**src/rtl/motor_pos_sensor.sv**
```systemverilog
// motor_pos_sensor: position tracker for a motor driven up or down.
// Position moves one step every STEP_DIV cycles while a single command is
// held. It saturates at 0 and POS_MAX and stops automatically at either limit.
// Optional feature macro: POS_FAULT_EN. When it is defined, UP_M and DN_M
// asserted together latch a sticky FAULT state that only rst can clear.
module motor_pos_sensor #(
  parameter int POS_W    = 8,
  parameter int POS_MAX  = 200,
  parameter int STEP_DIV = 4
) (
  input  logic             clk,
  input  logic             rst,
  input  logic             UP_M,
  input  logic             DN_M,
  output logic             Up_Max,
  output logic             Dn_Max,
  output logic [POS_W-1:0] Position,
  output logic             Moving,
  output logic             Fault
);

  localparam int PW = (STEP_DIV > 1) ? $clog2(STEP_DIV) : 1;

  localparam logic [1:0] ST_STOPPED = 2'd0;
  localparam logic [1:0] ST_RUN_UP  = 2'd1;
  localparam logic [1:0] ST_RUN_DN  = 2'd2;
  localparam logic [1:0] ST_FAULT   = 2'd3;

  localparam logic [POS_W-1:0] POS_TOP  = POS_W'(POS_MAX);
  localparam logic [POS_W-1:0] POS_TOP1 = POS_W'(POS_MAX - 1);
  localparam logic [POS_W-1:0] POS_ONE  = POS_W'(1);
  localparam logic [PW-1:0]    PRE_LAST = PW'(STEP_DIV - 1);

  logic [1:0]       state_q, state_d;
  logic [POS_W-1:0] pos_q, pos_d;
  logic [PW-1:0]    presc_q, presc_d;

  // A command counts only when asserted alone; both high is never a move.
  logic up_cmd, dn_cmd, at_top, at_bot;
  assign up_cmd = UP_M & ~DN_M;
  assign dn_cmd = DN_M & ~UP_M;
  assign at_top = (pos_q == POS_TOP);
  assign at_bot = (pos_q == '0);

  // Next-state, position and prescaler logic
  always_comb begin
    state_d = state_q;
    pos_d   = pos_q;
    presc_d = presc_q;
    case (state_q)
      ST_STOPPED: begin
        presc_d = '0;
        if (up_cmd && !at_top)      state_d = ST_RUN_UP;
        else if (dn_cmd && !at_bot) state_d = ST_RUN_DN;
      end
      ST_RUN_UP: begin
        if (up_cmd && !at_top) begin
          if (presc_q == PRE_LAST) begin
            presc_d = '0;
            pos_d   = pos_q + POS_ONE;
            // Stop on the same edge that lands on the top limit.
            if (pos_q == POS_TOP1) state_d = ST_STOPPED;
          end else begin
            presc_d = presc_q + PW'(1);
          end
        end else begin
          // Drop or reversal: park in STOPPED, reversal re-enters from there.
          state_d = ST_STOPPED;
          presc_d = '0;
        end
      end
      ST_RUN_DN: begin
        if (dn_cmd && !at_bot) begin
          if (presc_q == PRE_LAST) begin
            presc_d = '0;
            pos_d   = pos_q - POS_ONE;
            if (pos_q == POS_ONE) state_d = ST_STOPPED;
          end else begin
            presc_d = presc_q + PW'(1);
          end
        end else begin
          state_d = ST_STOPPED;
          presc_d = '0;
        end
      end
      ST_FAULT: begin
        presc_d = '0;
      end
      default: begin
        state_d = ST_STOPPED;
        presc_d = '0;
      end
    endcase
`ifdef POS_FAULT_EN
    // Conflicting commands override everything else and hold the position.
    if (UP_M && DN_M) begin
      state_d = ST_FAULT;
      pos_d   = pos_q;
      presc_d = '0;
    end
`endif
  end

  // State registers with synchronous reset
  always_ff @(posedge clk) begin
    if (rst) begin
      state_q <= ST_STOPPED;
      pos_q   <= '0;
      presc_q <= '0;
    end else begin
      state_q <= state_d;
      pos_q   <= pos_d;
      presc_q <= presc_d;
    end
  end

  assign Position = pos_q;
  assign Up_Max   = at_top;
  assign Dn_Max   = at_bot;
  assign Moving   = (state_q == ST_RUN_UP) || (state_q == ST_RUN_DN);
`ifdef POS_FAULT_EN
  assign Fault    = (state_q == ST_FAULT);
`else
  assign Fault    = 1'b0;
`endif

endmodule
```
**config.mk**
```make
export PLATFORM = sky130hd
export DESIGN_NAME = motor_pos_sensor
export DESIGN_NICKNAME = d
export VERILOG_FILES = /design/src/rtl/motor_pos_sensor.sv
export SDC_FILE = /design/constraint.sdc
export NUM_CORES = 1
export LEC_CHECK = 0
export CAP_MARGIN = 0
export CORE_UTILIZATION = 54
export DETAILED_ROUTE_END_ITERATION = 8
export GPL_TIMING_DRIVEN = 0
export PLACE_DENSITY = 0.87
export SETUP_SLACK_MARGIN = 0.4
export SYNTH_ARGS = -nofsm -noshare
export SYNTH_HDL_FRONTEND = slang
export SYNTH_SLANG_ARGS = --single-unit
```
**constraint.sdc**
```tcl
create_clock -name clk -period 3.45 [get_ports clk]
set_clock_uncertainty 0.05 [all_clocks]
set_input_delay 0.69 -clock clk [delete_from_list [all_inputs] [get_ports clk]]
set_output_delay 0.69 -clock clk [all_outputs]
set_load 0.03 [all_outputs]
```
==> metrics.md <==
| Metric | Value |
|---|---|
| Layout cells sized above 1 | `between 7 and 8%` |
| Util after Layout | `a little over two thirds` |
| Seq cells post-synth | `12` |
| # rows | `14` |
| Number of port buffers | `14` |
| CP endpoint kind | `output port` |
| Leak Pwr | `0.403 nW` |
| Ys flop type | `dfxtp_1` |
| Mapped Cells | `approximately 110` |
| Count of clock tree sinks | `12` |
| Crit-path max FO | `6` |
| VDD IR max | `~0.21 mV` |
| Sequential share of power | `a little under half` |
| Vias/cell | `roughly 6.1` |
| Tcrit/Tclk final | `79.8%` |
| Routability Congestion | `0.860` |
| CTS Buf Count | `3` |
| Setup Viol. Count Final | `0` |
| Reg clk slew, reported paths | `70 ps` |
| Post-Syn Area | `between 800 and 900 um^2` |
| Register area share after synthesis | `a little over a quarter` |
| Status | `completed` |
| Filler-free cell count of the finished design | `about 140` |
| Final wirelength | `1890 um` |
| P_int | `0.000215 W` |
| Vias | `about 850` |
| Switching share of power | `between 30% and 40%` |
| CTS Hold Bufs | `0` |
| Hold/Removal Path Class | `register to register` |
| Setup_tns | `0 ps` |
| Pre-CTS setup slack | `740 ps` |
| Final Hold Fails | `0` |
| Area of the die | `1800 um^2` |
| Number of DRC markers in iteration 0 | `23` |
| Starting density of the core | `between 50 and 60%` |
| P&R area growth vs syn | `21.0%` |
| DR WL met2 | `828 um` |
| Unrepaired setup endpoints after global routing | `false` |
| Uppermost layer routed | `met4` |
| Drt pass-1 iters | `4` |
| Max-slew violations | `0` |
| Syn. warnings | `0` |
| # Max-Cap Violations | `0` |
| CTS tree | `built` |
| Global-route wire length before repair | `around 3100 um` |
| Final min period | `around 2800 ps` |
| CP Launch Type | `register` |
| Asr flop ratio synth | `0%` |
| Placed insts | `between 100 and 150` |
| Net Switching | `0.0000936 W` |
| # diodes | `0` |
| Die Y | `about 42 um` |
| Vias in the first global route | `approximately 740` |
| EDFF count, synth | `0` |
| I/O Pins | `16` |
| Chip Width | `42.4 um` |
| Crit path kind | `register to output port` |
| Critical path required time | `2710 ps` |
| Post-Syn Area per Cell | `between 8 and 9 um^2` |
| Met1 Wirelength | `between 800 and 900 um` |
| Pin count of the biggest net entering global routing | `11` |
| Power share of the combinational group | `a little under a quarter` |
| Final HPWL DP | `1410 um` |
| Clk network pwr share | `28.8%` |
| Clk root buf | `clkbuf_4` |
| Core area | `~1500 um^2` |
| Initial antenna violation count | `0` |
| H-tree levels | `1` |
| WL/cell | `approximately 14 um` |
| Clock Tree Buf Depth | `2` |
| GR Overflow Total | `0` |
| Max Clk Rate | `around 360 MHz` |
| Clock latency at the later pin of the worst-skew pair | `approximately 280 ps` |
| Pwr/cell area | `289 nW/um^2` |
| Drc violations | `0` |
| Final ANT Viol Nets | `0` |
| Met3 wire length | `107 um` |
| Final Total Pwr | `~0.00031 W` |
| Final WS setup | `around 700 ps` |
| Critical Path AT | `between 2000 and 2500 ps` |
| Distinct cells, synth | `35` |
| Syn Nets | `117` |
| Nets | `between 100 and 150` |
| GRT Resource Usage Total | `between 20 and 25%` |
==> worst max-delay path, stage by stage, from the launching register on <==
cell             delay [ps]
dfxtp_1                 360
inv_1                   110
ha_1                    250
nand3b_1                170
nor2_1                  150
clkdlybuf4s50_1         690
==> repair_timing <==
item                                    in CTS  in global routing
hold endpoints to repair                     0                  0
setup buffers                                0                  0
endpoints found under the setup margin       0                  1
gates resized for setup                      0                  1
==> kinds of logic after synthesis <==
family | after synthesis | share of synthesized area (%)
simple gates | 34 | 23.2
buf+inv | 16 | 8.21
compound gates | 25 | 20.4
mux | 1 | 1.27
fa+ha+maj | 8 | 11.3
xor+xnor | 8 | 7.93
flops | 12 | 27.2
other cells | 1 | 0.425
==> per-stage QoR <==
step	cell area [um^2]	hold slack, ps
after floorplan	883	354
after global placement	1040	364
after detailed placement	1040	379
after CTS	1070	390
after global routing	1070	413
final	1070	386
==> cell usage in the layout, fill, tap and decap left out, types with 2 or more instances in the layout <==
cell              n
a21oi_1           4
clkbuf_1          4
clkbuf_4          3
clkdlybuf4s50_1  13
dfxtp_1          12
ha_1              8
inv_1             9
nand2_1           3
nand3b_1          2
nand4b_1          3
nor2_1           11
nor2b_1           3
nor4_1            2
o2111a_1          3
o211ai_1          5
o21ai_0           6
o221ai_1          2
or4_1             3
xnor2_1           2
xor2_1            6
==> power by group through the flow <==
stage	clock (W)	combinational [W]	sequential [W]
3_3_place_gp	0	0.0000693	0.000149
2_1_floorplan	0	0.0000531	0.000148
5_1_grt	0.0000949	0.0000815	0.000146
6_report	0.0000887	0.0000739	0.000146
3_5_place_dp	0	0.0000722	0.000149
4_1_cts	0.0000904	0.0000731	0.000146
==> layer usage <==
metal / vias to the layer above / track usage [%]
met2: 35 / 33.2
met5: - / 0
met1: 387 / 31.2
li1: 416 / -
met4: 0 / 14.4
met3: 9 / 2.59
==> Yosys cell counts, drive strengths merged, types with 2 or more instances <==
cell | n | area share, %
nand2 | 3 | 1.3
nor2 | 11 | 4.7
buf | 3 | 2.7
inv | 9 | 3.8
nand4b | 3 | 3.0
xnor2 | 2 | 2.0
clkbuf | 4 | 1.7
xor2 | 6 | 5.9
ha | 8 | 11
or4 | 3 | 2.5
nor2b | 3 | 2.1
nor4 | 2 | 1.4
o2111a | 3 | 3.8
a21oi | 4 | 2.3
dfxtp | 12 | 27
o221ai | 2 | 2.0
o211ai | 5 | 4.2
nand3b | 2 | 1.7
o21ai | 6 | 3.4
==> sequential cells by signal, summed over array words and instances (netlist names) <==
signal	flops
Position	8
presc_q	2
state_q	2
==> layout make-up <==
class / instances / area, um^2
Tap cell: 16 / 20.0
Fill cell: 134 / 455
Sequential cell: 12 / 240
Multi-Input combinational cell: 77 / 571
Inverter: 9 / 33.8
Timing Repair Buffer: 14 / 143
Buffer: 7 / 38.8
Clock buffer: 3 / 22.5
==> worst paths after layout <==
path / to / start / slack, ps / cells past startpoint
setup / recovery: Up_Max / Position[0]$_SDFFE_PP0P_ / 700 / 5
hold / removal: presc_q[0]$_SDFF_PP0_ / presc_q[0]$_SDFF_PP0_ / 390 / 1
setup reg to reg: state_q[1]$_SDFFE_PP0P_ / Position[0]$_SDFFE_PP0P_ / 1000 / 7
hold reg to reg: presc_q[0]$_SDFF_PP0_ / presc_q[0]$_SDFF_PP0_ / 390 / 1
(Power assumes the default switching activity.)
